==> src/rtl/sram_fifo_ctrl.sv <==
`default_nettype none
// ============================================================================
// Module   : sram_fifo_ctrl
// Purpose  : Sequencing and guard controller for a BRAM-backed synchronous
//            FIFO macro. Runs the PRE/RST/POST reset windows after system
//            reset and on every flush. Gates requester push/pop so the macro
//            never sees a write when full, a read when empty, or any enable
//            during a reset window. Keeps an exact occupancy count and a
//            sticky error flag.
// Ports    : clk_i, rst_ni (sync, active-low)
//            flush_i, push_i, pop_i        - requester side
//            ready_o, full_o, empty_o      - requester status
//            usage_o, err_o                - occupancy / sticky error
//            fifo_rst_o, fifo_wren_o, fifo_rden_o                  - macro ctrl
//            fifo_full_i, fifo_empty_i, fifo_wrerr_i, fifo_rderr_i - macro flags
// Revision : 1.0 - initial release
// ============================================================================
module sram_fifo_ctrl #(
  parameter int DEPTH       = 512,
  parameter int PRE_CYCLES  = 4,
  parameter int RST_CYCLES  = 5,
  parameter int POST_CYCLES = 2,
  parameter int CW          = $clog2(DEPTH) + 1
) (
  input  logic          clk_i,
  input  logic          rst_ni,
  input  logic          flush_i,
  input  logic          push_i,
  input  logic          pop_i,
  output logic          ready_o,
  output logic          full_o,
  output logic          empty_o,
  output logic [CW-1:0] usage_o,
  output logic          err_o,
  output logic          fifo_rst_o,
  output logic          fifo_wren_o,
  output logic          fifo_rden_o,
  input  logic          fifo_full_i,
  input  logic          fifo_empty_i,
  input  logic          fifo_wrerr_i,
  input  logic          fifo_rderr_i
);

  // Shared down-counter is sized for the longest of the three windows.
  localparam int c_max_cycles = (PRE_CYCLES > RST_CYCLES)
                              ? ((PRE_CYCLES > POST_CYCLES) ? PRE_CYCLES : POST_CYCLES)
                              : ((RST_CYCLES > POST_CYCLES) ? RST_CYCLES : POST_CYCLES);
  localparam int c_cnt_w = $clog2(c_max_cycles + 1);

  localparam logic [c_cnt_w-1:0] c_pre_load  = c_cnt_w'(PRE_CYCLES - 1);
  localparam logic [c_cnt_w-1:0] c_rst_load  = c_cnt_w'(RST_CYCLES - 1);
  localparam logic [c_cnt_w-1:0] c_post_load = c_cnt_w'(POST_CYCLES - 1);
  localparam logic [c_cnt_w-1:0] c_cnt_one   = c_cnt_w'(1);
  localparam logic [CW-1:0]      c_usage_max = CW'(DEPTH);
  localparam logic [CW-1:0]      c_usage_one = CW'(1);
  localparam logic [CW-1:0]      c_usage_two = CW'(2);

  typedef enum logic [1:0] {
    ST_PRE   = 2'd0,
    ST_RST   = 2'd1,
    ST_POST  = 2'd2,
    ST_READY = 2'd3
  } state_t;

  state_t               r_state;
  logic [c_cnt_w-1:0]   r_cnt;
  logic [CW-1:0]        r_usage;
  logic                 r_err;

  logic                 w_ready;
  logic                 w_full;
  logic                 w_empty;
  logic                 w_push_acc;
  logic                 w_pop_acc;
  logic                 w_flag_mismatch;

  // Status and accept gating are combinational from registered state so the
  // macro enables follow push_i/pop_i with zero latency.
  assign w_ready    = (r_state == ST_READY);
  assign w_full     = ~w_ready | (r_usage == c_usage_max) | fifo_full_i;
  assign w_empty    = ~w_ready | (r_usage == '0) | fifo_empty_i;
  assign w_push_acc = push_i & ~w_full  & ~flush_i;
  assign w_pop_acc  = pop_i  & ~w_empty & ~flush_i;

  // The macro EMPTY flag lags a write by a cycle or so; with two or more
  // entries held it can never legitimately be high.
  assign w_flag_mismatch = fifo_empty_i & (r_usage >= c_usage_two);

  always_ff @(posedge clk_i) begin
    if (!rst_ni) begin
      r_state <= ST_PRE;
      r_cnt   <= c_pre_load;
      r_usage <= '0;
      r_err   <= 1'b0;
    end else begin
      case (r_state)
        ST_PRE: begin
          if (r_cnt == '0) begin
            // Entering the macro reset: the macro forgets its contents here.
            r_state <= ST_RST;
            r_cnt   <= c_rst_load;
            r_usage <= '0;
            r_err   <= 1'b0;
          end else begin
            r_cnt <= r_cnt - c_cnt_one;
          end
        end
        ST_RST: begin
          if (r_cnt == '0) begin
            r_state <= ST_POST;
            r_cnt   <= c_post_load;
          end else begin
            r_cnt <= r_cnt - c_cnt_one;
          end
        end
        ST_POST: begin
          if (r_cnt == '0) begin
            r_state <= ST_READY;
          end else begin
            r_cnt <= r_cnt - c_cnt_one;
          end
        end
        ST_READY: begin
          if (flush_i) begin
            r_state <= ST_PRE;
            r_cnt   <= c_pre_load;
          end
          // Accept gating makes wrap-around unreachable.
          if (w_push_acc && !w_pop_acc) begin
            r_usage <= r_usage + c_usage_one;
          end else if (w_pop_acc && !w_push_acc) begin
            r_usage <= r_usage - c_usage_one;
          end
          if (fifo_wrerr_i || fifo_rderr_i || w_flag_mismatch) begin
            r_err <= 1'b1;
          end
        end
        default: begin
          r_state <= ST_PRE;
          r_cnt   <= c_pre_load;
        end
      endcase
    end
  end

  assign ready_o     = w_ready;
  assign full_o      = w_full;
  assign empty_o     = w_empty;
  assign usage_o     = r_usage;
  assign err_o       = r_err;
  assign fifo_rst_o  = (r_state == ST_RST);
  assign fifo_wren_o = w_push_acc;
  assign fifo_rden_o = w_pop_acc;

endmodule
`default_nettype wire

==> config.mk <==
export PLATFORM = sky130hd
export DESIGN_NAME = sram_fifo_ctrl
export DESIGN_NICKNAME = d
export VERILOG_FILES = /design/src/rtl/sram_fifo_ctrl.sv
export SDC_FILE = /design/constraint.sdc
export NUM_CORES = 1
export LEC_CHECK = 0
export BUFFER_PORTS_ARGS = -buffer_cell sky130_fd_sc_hd__buf_2
export CORE_MARGIN = 1
export CORE_UTILIZATION = 47
export DETAILED_ROUTE_END_ITERATION = 16
export PLACE_DENSITY = 0.81
export SYNTH_ARGS = -nofsm -noshare
export SYNTH_HDL_FRONTEND = slang
export SYNTH_SLANG_ARGS = --single-unit
==> constraint.sdc <==
create_clock -name clk_i -period 2.61 [get_ports clk_i]
set_input_delay 0.261 -clock clk_i [delete_from_list [all_inputs] [get_ports clk_i]]
set_output_delay 0.261 -clock clk_i [all_outputs]
set_load 0.005 [all_outputs]
# --- Word level (Yosys, flattened, before mapping) ---
# Cells that the tools add are included.
word_totals:
  output_inout_bits: 17
  ff_bits: 16
  input_bits: 9
  wordCells: 63
op_classes:
  n_mux: 17
  n_addsub: 3
  n_bitwise: 13
  eq_ne: 11
  order_cmp: 1
  reduce_logical: 14
ops:
  columns: ["cell", "n"]
  rows:
  - ["$mux W10", 3]
  - ["$pmux W10 S2", 1]
  - ["$mux W3", 4]
  - ["$pmux W3 S4", 1]
  - ["$add A10 B1 Y10 const B", 1]
  - ["$eq A10 B10 Y1 const B", 1]
  - ["$ge A10 B2 Y1 const B", 1]
  - ["$logic_not A10 Y1", 1]
  - ["$sub A10 B1 Y10 const B", 1]
  - ["$mux W2", 4]
  - ["$ne A2 B2 Y1 const B", 4]
  - ["$pmux W2 S4", 1]
  - ["$reduce_and A3 Y1", 2]
  - ["$and A1 B1 Y1", 5]
  - ["$eq A2 B2 Y1 const B", 2]
  - ["$ne A2 B1 Y1 const B", 2]
  - ["$not A1 Y1", 4]
  - ["$or A1 B1 Y1", 4]
  - ["$reduce_and A4 Y1", 1]
  - ["$logic_not A3 Y1", 1]
  - ["$ne A3 B1 Y1 const B", 1]
  - ["$sub A3 B1 Y3 const B", 1]
  - ["$eq A2 B1 Y1 const B", 1]
  - ["$logic_and A1 B1 Y1", 2]
  - ["other kinds (7)", 10]

# --- Logic depth before layout (Yosys ltp) ---
# Gate-level depths: netlist of the first run.
logic_depth:
  word_depth: 12
  depth_mapped: 14
  mapped_depth_nobuf: 14

# --- Least setup slack after synthesis of the first run ---
# No wires, ideal clock.
synth_timing:
  kind: "reg2reg"
  from: "reg r_usage[3] (netlist: usage_o[3])"
  to: "reg r_usage[9] (netlist: usage_o[9])"
  t_required_ns: 2.531
  arrival_ns: 2.797
  setup_slack_ns: -0.266
  synth_period_minus_slack_ns: 2.876
  stages_incl_launch_ff: 14
  setup_time_ns: 0.079
  path_cell_list: "dfxtp_1 nor4_2 nand2_1 o31a_1 nor2_1 inv_1 ha_1 a211oi_1 o21ai_0 a21o_1 o21ai_0 xor2_1 nand4b_1 o211ai_1"
synth_between:
  elab_chain_len: 10
  word_cells_on_any_way: 23
  cone_classes: "2 x add/sub; 2 x eq/ne; 3 x mux; 10 x bitwise; 6 x reduce/logical"
synth_rtl:
  columns: ["item", "line_no", "rtl"]
  rows:
  - ["start: declaration", "67", "logic [CW-1:0] r_usage;"]
  - ["start signal: assignment", "130", "r_usage <= r_usage + c_usage_one;"]
  - ["start signal: assignment", "132", "r_usage <= r_usage - c_usage_one;"]
  - ["$logic_not A10 Y1 *", "81", "assign w_empty = ~w_ready | (r_usage == '0) | fifo_empty_i;"]
  - ["$or A1 B1 Y1 * (2 in series)", "81", null]
  - ["$not A1 Y1 *", "83", "assign w_pop_acc = pop_i & ~w_empty & ~flush_i;"]
  - ["$and A1 B1 Y1 * (2 in series)", "83", null]
  - ["net fifo_rden_o", "37", "output logic fifo_rden_o,"]
  - ["$logic_not A1 Y1", "129", "if (w_push_acc && !w_pop_acc) begin"]
  - ["$logic_and A1 B1 Y1", "129", null]
  - ["$ne A3 B1 Y1 (no source line) or $mux W10 (tied branches)", null, null]
  - ["$reduce_and A3 Y1 (no source line) or $pmux W10 S2 (tied branches)", null, null]
# Mark *: on every way through the listed nets, which the timed path passes. The rest lies on a longest branch. The select of a mux whose other input is x is not followed.
# A chain may end at the register's enable or synchronous reset.

# --- Worst setup path after layout of the first run ---
layout_timing:
  from: "reg r_usage[3] (netlist: usage_o[3])"
  to: "reg r_usage[8] (netlist: usage_o[8])"
layout_between:
  elab_chain_len: 10
  word_cells_on_any_way: 23
  cone_classes: "2 x add/sub; 2 x eq/ne; 3 x mux; 10 x bitwise; 6 x reduce/logical"
layout_rtl:
  columns: ["item", "line_no"]
  rows:
  - ["$eq A10 B10 Y1 or $logic_not A10 Y1 (tied branches)", "80, 81"]
  - ["$or A1 B1 Y1 (on tied branches) (2 in series)", "80, 81"]
  - ["$not A1 Y1 (on tied branches)", "82, 83"]
  - ["$and A1 B1 Y1 (on tied branches) (2 in series)", "82, 83"]
  - ["$logic_not A1 Y1 (on tied branches)", "131, 129"]
  - ["$logic_and A1 B1 Y1 (on tied branches)", "131, 129"]
  - ["$ne A3 B1 Y1 (no source line) or $mux W10 (tied branches)", null]
  - ["$reduce_and A3 Y1 (no source line) or $pmux W10 S2 (tied branches)", null]
# Parallel ways exist; a longest one is shown, timed or not. The select of a mux whose other input is x is not followed.

==> results.md, run 1 <==
* Status: finished with violations
* Failing checks: negative setup slack
* CP Cell Sequence: nor4_4 -> nand2_1 -> o31a_1 -> nor2_4 -> inv_4 -> buf_4 -> ha_1 -> o21ai_1 -> nand2b_1 -> buf_4 -> buf_4 -> o41ai_2 -> xnor2_1 -> a22oi_1 -> nor2b_1
* Unique masters post-synth at 41
* Cells after DPL at 229
* Crit path max-delay family: simple AND/OR/NAND/NOR gates
* Post-synth top area share at 0.253
* Inserted Clock Buffers at 3
* Largest net degree at the start of global routing at 20
* Crit-path max cell delay at 350 ps
* Skew-Pair Late Insertion Delay at 280 ps
* Die Span X at 53.9 um
* Largest area contributor in the netlist: dfxtp_1
* Largest cells by area after synthesis: dfxtp_1, ha_1, a22oi_1, nor2b_1, nand2_1
* CTS Hold Buffers Added at 0
* Initial Util at 0.502
* Crit-path slowest cell: dfxtp_2
* Routability-driven placement congestion ratio at 0.824
* H-tree depth at 1
* Critical path peak fanout at 7
* Internal power at 595 uW
* WHS at 306 ps
* Worst-margin pin slew at 477 ps
* Mapped Cells at 151
* WP buf/inv at 4
* Sequential fraction of the synthesis area at 0.253
* Die height at 53.9 um
* GRT Total Usage at 0.265
* Predominant post-synthesis flop cell: dfxtp_1
* Sw frac at 0.395
* Crit path kind: register to register
* P_leak at 0.000884 uW
* Logic pwr share at 0.526
* Final Non-Filler Cells at 241
* Final min period at 2740 ps
* Final slew viol count at 0
* Final instance area at 1820 um2
* Number of synthesized flops with an enable pin at 0
* Final wirelength at 3.56 mm
* Startpoint Class: register
* Clock Path Buffers at 2
* Final core utilization at 0.722
* Initial antenna violation count at 0
* Final setup violation count at 3
* Final nets at 237
* # IOs at 26
* #FFs+latches synth at 16
* Share of layout cells above drive strength 1 at 0.412
* Fin Clk Skew at 0.632 ps
* Most used cell, CP: buf_4
* Root Driver: clkbuf_4
* Vias per inst at 5.53
* DR pass1 iterations at 4
* CTS tree: built
* Post-route ant nets at 0
* Core area at 2520 um2
* RSZ-0062 raised after global routing: yes
* FMAX at 0.365 GHz
* Psw at 389 uW
* Syn Area/Cell at 8.39 um2
* Smallest setup slack after layout at -131 ps
* Drt initial violations at 25
* Die ar. at 2910 um2
* Fin crit share at 1.05
* Seq pwr share at 0.308
* Post-synthesis async set-or-reset flop share at 0
* # clock sinks at 16
* Drt wl/cell at 14.8 um
* GRT Residual Overflow at 0
* Synthesized Nets at 176
* Area post-placement at 1640 um2
* Drt drc at 0
* CTS clk-pin slew, worst paths at 90 ps
* # port buffers at 25
* Mapped cell area at 1270 um2
* Critical Path AT at 2960 ps
* Fin. Hold Viols at 0
* Detailed Place HPWL at 2.79 mm
* Power Density at 541 nW/um2
* Max Cap Viol at 0
* Yosys Warn Count at 0
* Maximum vdd ir drop at 0.475 mV
* Routed vias at 1333
* Worst Setup End Kind: register
* Hold/Removal Path Class: primary input to register
* First-pass GRT wire length at 5.56 mm
* Vias in the first global route at 1325
* Clock network fraction of total power at 0.166
* Worst EP required at 2820 ps
* Relative slew slack at 0.681
* Syn-to-layout area delta at 43.9%
* Rows at 18
* Ant. Diodes at 0
* Fillers at 199
==> synthesized netlist by cell type, types with 2 or more instances <==
cell and n:
a211oi_1 2, a21boi_0 3, o211a_1 2, mux2i_1 2, a21o_1 4, nor2b_1 8
dfxtp_1 16, nand3_1 5, a22oi_1 8, nor2_1 10, nor3b_1 2, inv_1 8
ha_1 15, nand4b_1 3, a21oi_1 7, xnor2_1 4, nand2_1 13, xor2_1 3
nor4_2 2, clkbuf_1 3, nand2b_1 3, o21ai_0 9
==> final cells by class <==
type                    instances  area, um2  area share
repair buffers                 60        388       0.213
well taps                      30       37.5      0.0206
clock buffers                   4       36.3      0.0199
flip-flops and latches         16        325       0.179
multi-input cells             123       1000       0.550
inverters                       8       32.5      0.0179
==> worst paths after layout <==
path,start,to,slack (ps),depth (start not counted)
setup / recovery,usage_o[3],usage_o[8],-130,15
hold / removal,rst_ni,r_cnt[1],310,2
setup reg to reg,usage_o[3],usage_o[8],-130,15
hold reg to reg,r_cnt[0],r_cnt[0],520,2
==> power by group through the flow <==
| stage | sequential, uW | clock [uW] | combinational [uW] |
|---|---|---|---|
| final | 304 | 163 | 518 |
| after global routing | 309 | 181 | 566 |
| after CTS | 304 | 167 | 492 |
| after detailed placement | 309 | 0 | 487 |
| after global placement | 305 | 0 | 459 |
| after floorplan | 307 | 0 | 368 |
==> per-layer routing <==
metal / GRT usage / vias to the layer above / wire length [um] / part of all wire
li1: - / 672 / - / -
met4: 0.118 / 0 / 63 / 0.018
met1: 0.301 / 622 / 1560 / 0.44
met2: 0.479 / 31 / 1820 / 0.51
met5: 0 / - / 0 / 0
met3: 0.0395 / 8 / 104 / 0.029
==> what timing repair did <==
item | in CTS | in global routing
setup buffers | 7 | 1
pin swaps | 15 | 2
resized for setup | 13 | 5
setup endpoints to repair | 4 | 6
==> cell usage in the layout, fill, tap and decap left out, types with 2 or more instances in the layout <==
master and instances:
nor2b_1 8, a21o_1 4, buf_2 25, o21ai_1 3, xnor2_1 4, dfxtp_2 4
inv_1 7, nand2b_1 2, nand4b_1 3, a21boi_0 2, dfxtp_1 12, mux2i_1 2
a21oi_1 6, nand3_1 5, a22oi_1 8, nand2_1 13, o21ai_0 5, ha_1 12
nor4_4 2, ha_4 2, buf_4 35, nor2_1 9, clkbuf_4 3, nor3b_2 2
o211a_1 2, xor2_1 3
==> sequential cells by signal (all words and copies together) (netlist names) <==
name / flops
usage_o: 10
r_cnt: 3
r_state: 2
err_o: 1
==> cells by family after synthesis <==
kind of cell | synth area share
flops | 0.253
simple gates | 0.221
fa+ha+maj | 0.164
xor+xnor | 0.0484
buf+inv | 0.0366
mux | 0.0158
compound gates | 0.261
==> worst reg2reg max path: cells and delay by family, from the launching register on <==
family | cells | cell delay, ps
compound gates | 4 | 570
simple gates | 5 | 830
flops | 1 | 350
buf+inv | 4 | 490
fa+ha+maj | 1 | 280
xor+xnor | 1 | 160
==> stage by stage <==
| step | TNS, ps | power (uW) | worst slack [ps] |
|---|---|---|---|
| floorplan | -170 | 675 | -89.0 |
| global placement | -233 | 764 | -110 |
| detailed placement | -807 | 795 | -278 |
| CTS | -113 | 964 | -73.2 |
| global route | -942 | 1060 | -337 |
| finish | -297 | 985 | -131 |
Power figures use the tool's default switching activity.
==> run 2: changes to the inputs <==
==> config.mk (replaced) <==
export PLATFORM = sky130hd
export DESIGN_NAME = sram_fifo_ctrl
export DESIGN_NICKNAME = d
export VERILOG_FILES = /design/src/rtl/sram_fifo_ctrl.sv
export SDC_FILE = /design/constraint.sdc
export NUM_CORES = 1
export LEC_CHECK = 0
export CORE_MARGIN = 2
export CORE_UTILIZATION = 47
export DETAILED_ROUTE_END_ITERATION = 16
export DONT_BUFFER_PORTS = 1
export PLACE_DENSITY = 0.72
export SYNTH_ARGS = -nofsm -noshare
export SYNTH_HDL_FRONTEND = slang
export SYNTH_SLANG_ARGS = --single-unit
==> run 2 against run 1 <==
  * The run still ends with negative setup slack left
  * Via count shrank 2.6%
  * Register-to-register slack lost 70 ps
  * Total power shrank 3.4%
  * Sequential power is essentially flat
  * Clock power grew 2%
  * Global-route usage shrank 2.6 points
  * Die area grew 7.6%
  * Combinational power shrank 7.3%
  * Critical endpoint unchanged
  * Largest cell class unchanged
==> results.md, run 2 (same netlist as run 1, synthesis figures left out) <==
* GRT Residual Overflow at 0
* GRT Total Usage at 0.239
* Routability-driven placement congestion ratio at 0.793
* Max Cap Viol at 0
* Clock Path Buffers at 2
* Worst Hold Path Cells at 1
* Worst r2r path cells at 13
* Inserted Clock Buffers at 3
* Final slew viol count at 0
* Routed vias at 1299
* Vias per inst at 5.72
* Last element of the critical path: usage_o[8]
* Root Driver: clkbuf_4
* Largest net degree at the start of global routing at 20
* Critical path peak fanout at 7
* H-tree depth at 1
* Area post-placement at 1510 um2
* Worst flop-to-flop path endpoint: usage_o[8]
* Relative slew slack at 0.639
* Initial Util at 0.502
* Power Density at 511 nW/um2
* Cells after DPL at 204
* DR pass1 iterations at 4
* Worst R2R Setup Slack at -200 ps
* Worst-margin pin slew at 539 ps
* Final Non-Filler Cells at 227
* CTS clk-pin slew, worst paths at 100 ps
* Most frequent cells in the layout: buf_4, dfxtp_1, nand2_1
* Worst Setup End Kind: register
* # IOs at 26
* Critical Path AT at 3000 ps
* Core area at 2520 um2
* Post-route ant nets at 0
* Final setup violation count at 3
* Fin Clk Skew at 1.49 ps
* Syn-to-layout area delta at 46.9%
* Final nets at 223
* First-pass GRT wire length at 6.15 mm
* Hold/Removal Path Class: primary input to register
* Skew-Pair Late Insertion Delay at 290 ps
* Share of layout cells above drive strength 1 at 0.406
* Drt drc at 0
* Failing checks: negative setup slack
* Die Span X at 55.9 um
* Detailed Place HPWL at 2.45 mm
* Max reg flops at 10
* Status: finished with violations
* Maximum vdd ir drop at 0.459 mV
* Crit path kind: register to register
* Critical path startpoint: usage_o[2]
* RSZ-0062 raised after global routing: yes
* FMAX at 0.356 GHz
* Fin crit share at 1.08
* Final min period at 2810 ps
* Vias in the first global route at 1365
* Ant. Diodes at 0
* Commonest non-fill, non-tap cell in the layout: buf_4
* Drt initial violations at 75
* # port buffers at 0
* Fin. Hold Viols at 0
* Final wirelength at 3.61 mm
* # clock sinks at 16
* Startpoint Class: register
* Reg2Reg Launch Point: usage_o[2]
* Final instance area at 1860 um2
* Die ar. at 3130 um2
* Smallest setup slack after layout at -199 ps
* Die height at 55.9 um
* CTS Hold Buffers Added at 0
* Rows at 18
* P_leak at 0.000838 uW
* Initial antenna violation count at 0
* CTS tree: built
* Worst EP required at 2800 ps
* Drt wl/cell at 15.9 um
[run 2: cell count changes in the layout (fill, tap and decap cells not counted), moves of 3 or more]
| cell | delta |
|---|---|
| buf_2 | -25 |
| buf_4 | +11 |
| ha_4 | +3 |
| o21ai_2 | +3 |
[run 2: final cells by class]
class                           instances  area, um2
Timing Repair Buffer                   46        345
Clock buffer                            4       36.3
Multi-Input combinational cell        123       1080
Tap cell                               30       37.5
Fill cell                             182        662
Inverter                                8       32.5
Sequential cell                        16        324
[run 2: worst min path at each step]
stage	from	to	slack, ps
2_1_floorplan	r_cnt[1]	r_cnt[1]	440
3_3_place_gp	rst_ni	r_cnt[1]	330
3_5_place_dp	rst_ni	r_cnt[1]	330
4_1_cts	rst_ni	r_cnt[1]	30
5_1_grt	rst_ni	r_cnt[1]	20
6_report	rst_ni	r_cnt[1]	30
[run 2: where the power goes]
part           switching, uW  internal [uW]  total [uW]
registers               24.7            279         304
logic                    275            205         480
clock network           82.4           85.0         167
total                    382            569         952
[run 2: metal layers]
| metal | GRT usage | up-vias | wire, um |
|---|---|---|---|
| met3 | 0.0442 | 8 | 173 |
| met1 | 0.285 | 607 | 1510 |
| met2 | 0.432 | 45 | 1880 |
| met4 | 0.0748 | 0 | 50 |
| met5 | 0 | - | 0 |
| li1 | - | 639 | - |
[run 2: critical path, stage by stage, from the launching register on]
cell and delay (ps):
dfxtp_2 340, nor4_4 290, nand2_1 100, o31a_1 330, nor2_4 130, inv_4 90
fa_2 350, a21o_1 190, nand2_2 100, a21boi_4 60, o41ai_2 340, xnor2_1 140
a22oi_1 170, nor2b_1 60
[run 2: repair_timing]
item,CTS,global route
pin swaps,9,5
endpoints found under the hold margin,0,0
setup endpoints to repair,4,7
buffers inserted,18,2
resized for setup,15,15
[run 2: through the flow]
step	hold slack [ps]	TNS, ps	setup slack, ps	power, uW	util
2_1_floorplan	445	-170	-89.0	675	-
3_3_place_gp	328	-403	-172	748	0.599
3_5_place_dp	332	-731	-271	772	0.599
4_1_cts	29.1	-390	-165	942	0.701
5_1_grt	23.1	-1090	-327	1030	0.738
6_report	32.8	-434	-199	952	0.738
==> run 3: changes to the inputs <==
--- a/config.mk
+++ b/config.mk
@@ -10,6 +10,7 @@
 export DETAILED_ROUTE_END_ITERATION = 16
 export DONT_BUFFER_PORTS = 1
 export PLACE_DENSITY = 0.72
+export SETUP_SLACK_MARGIN = 0.1
 export SYNTH_ARGS = -nofsm -noshare
 export SYNTH_HDL_FRONTEND = slang
 export SYNTH_SLANG_ARGS = --single-unit
==> run 3 against run 2 <==
  * The run still ends with negative setup slack left
  * Cell area down 8.1%
  * First-iteration DRC count down 24%
  * Setup slack worse by 86 ps
  * Maximum frequency down 3.0%
  * Critical path depth unchanged
  * Non-clock buffer count down 13
  * Register-to-register slack worse by 90 ps
  * Via count down 2.7%
  * Routed wire length about the same
  * Total power down 0.52%
  * Critical path type unchanged
  * Largest cell class unchanged
  * Largest power group unchanged
==> results.md, run 3 (same netlist as run 1, synthesis figures left out) <==
* Routed vias at 1264
* GRT Total Usage at 0.223
* Root Driver: clkbuf_4
* P_leak at 0.000763 uW
* CTS clk-pin slew, worst paths at 100 ps
* Worst r2r path cells at 13
* Hold Path Sink: r_cnt[1]
* Initial antenna violation count at 0
* Inserted Clock Buffers at 3
* Final slew viol count at 0
* Sw frac at 0.399
* Psw at 378 uW
* Worst Hold Path Cells at 1
* Fin crit share at 1.11
* # IOs at 26
* Crit path kind: register to register
* Drt wl/cell at 16.9 um
* GRT Residual Overflow at 0
* Startpoint Class: register
* Hold/Removal Path Class: primary input to register
* WHS at 42.8 ps
* Internal power at 569 uW
* Largest net degree at the start of global routing at 20
* Vias in the first global route at 1239
* CTS tree: built
* Relative slew slack at 0.619
* Power Density at 554 nW/um2
* Final wirelength at 3.61 mm
* # port buffers at 0
* Initial Util at 0.502
* Logic pwr share at 0.503
* Fillers at 207
* Skew-Pair Late Insertion Delay at 280 ps
* Most frequent cells in the layout: buf_4, nand2_1, dfxtp_1
* Worst-margin pin slew at 570 ps
* CTS Hold Buffers Added at 0
* # clock sinks at 16
* Worst flop-to-flop path endpoint: usage_o[8]
* Ant. Diodes at 0
* FMAX at 0.345 GHz
* Final setup violation count at 5
* Final min period at 2900 ps
* Fin. Hold Viols at 0
* Die height at 55.9 um
* Final core utilization at 0.678
* H-tree depth at 1
* Seq pwr share at 0.320
* Smallest setup slack after layout at -286 ps
* Drt initial violations at 57
* Max Cap Viol at 0
* Hold wc startpoint: rst_ni
* Core area at 2520 um2
* First-pass GRT wire length at 5.64 mm
* DR pass1 iterations at 4
* Maximum vdd ir drop at 0.428 mV
* Fin Clk Skew at 3.95 ps
* Worst Setup End Kind: register
* Critical Path AT at 3120 ps
* Clock network fraction of total power at 0.177
* Status: finished with violations
* RSZ-0062 raised after global routing: yes
* Worst R2R Setup Slack at -290 ps
* Max reg flops at 10
* Share of layout cells above drive strength 1 at 0.337
* Detailed Place HPWL at 2.49 mm
* Vias per inst at 5.91
* Clock Path Buffers at 2
* Die Span X at 55.9 um
* Post-route ant nets at 0
* Failing checks: negative setup slack
* Worst EP required at 2840 ps
* Routability-driven placement congestion ratio at 0.796
* Critical path peak fanout at 7
* Syn-to-layout area delta at 35.0%
* Reg2Reg Launch Point: usage_o[3]
* Die ar. at 3130 um2
* Commonest non-fill, non-tap cell in the layout: buf_4
* Drt drc at 0
* Rows at 18
* Final nets at 210
-- run 3: worst max path at each step --
stage	start	to	slack, ps	depth (start not counted)
after global routing	usage_o[2]	usage_o[8]	-420	13
after floorplan	usage_o[2]	usage_o[9]	-90	13
after detailed placement	usage_o[6]	usage_o[8]	-260	13
final	usage_o[3]	usage_o[8]	-290	13
after global placement	usage_o[6]	usage_o[8]	-160	13
after CTS	usage_o[3]	usage_o[8]	-210	13
-- run 3: power groups by stage --
| stage | registers [uW] | clock network (uW) | logic (uW) |
|---|---|---|---|
| floorplan | 307 | 0 | 368 |
| global placement | 307 | 0 | 441 |
| detailed placement | 309 | 0 | 457 |
| CTS | 303 | 169 | 463 |
| global route | 308 | 179 | 541 |
| finish | 303 | 168 | 476 |
-- run 3: final cells by class --
cell class | count | area (um2) | share of cell area
multi-input cells | 123 | 1030 | 0.603
clock buffers | 4 | 36.3 | 0.0212
inverters | 8 | 32.5 | 0.0190
repair buffers | 33 | 248 | 0.145
well taps | 30 | 37.5 | 0.0220
flip-flops and latches | 16 | 324 | 0.190
-- run 3: repair_timing --
| action | 4_1_cts | 5_1_grt |
|---|---|---|
| endpoints found under the setup margin | 6 | 8 |
| setup buffers | 4 | 2 |
| endpoints found under the hold margin | 0 | 0 |
| resized for setup | 5 | 16 |
| pin swaps | 8 | 8 |
-- run 3: worst max-delay path: stages (launching register included) --
cell,delay (ps)
dfxtp_2,360
nor4_4,310
nand2_1,120
o31a_1,340
nor2_4,160
inv_4,90
fa_2,360
a21o_1,180
nand2_1,90
a21boi_2,70
o41ai_2,340
xnor2_1,190
a22oi_1,100
nor2b_1,140
-- run 3: routing by layer --
metal	wire, um	part of all wire	track usage
met1	1500	0.42	0.273
met2	1870	0.52	0.398
met3	182	0.050	0.0326
met4	60	0.017	0.0748
met5	0	0	0
-- run 3: per-stage QoR --
step	instance area [um2]	cells	total power [uW]	TNS [ps]	setup slack, ps
3_5_place_dp	1510	204	766	-740	-262
3_3_place_gp	1510	204	748	-373	-162
5_1_grt	1710	214	1030	-1770	-420
6_report	1710	214	947	-830	-286
4_1_cts	1600	212	935	-439	-206
2_1_floorplan	1290	151	675	-170	-89.0
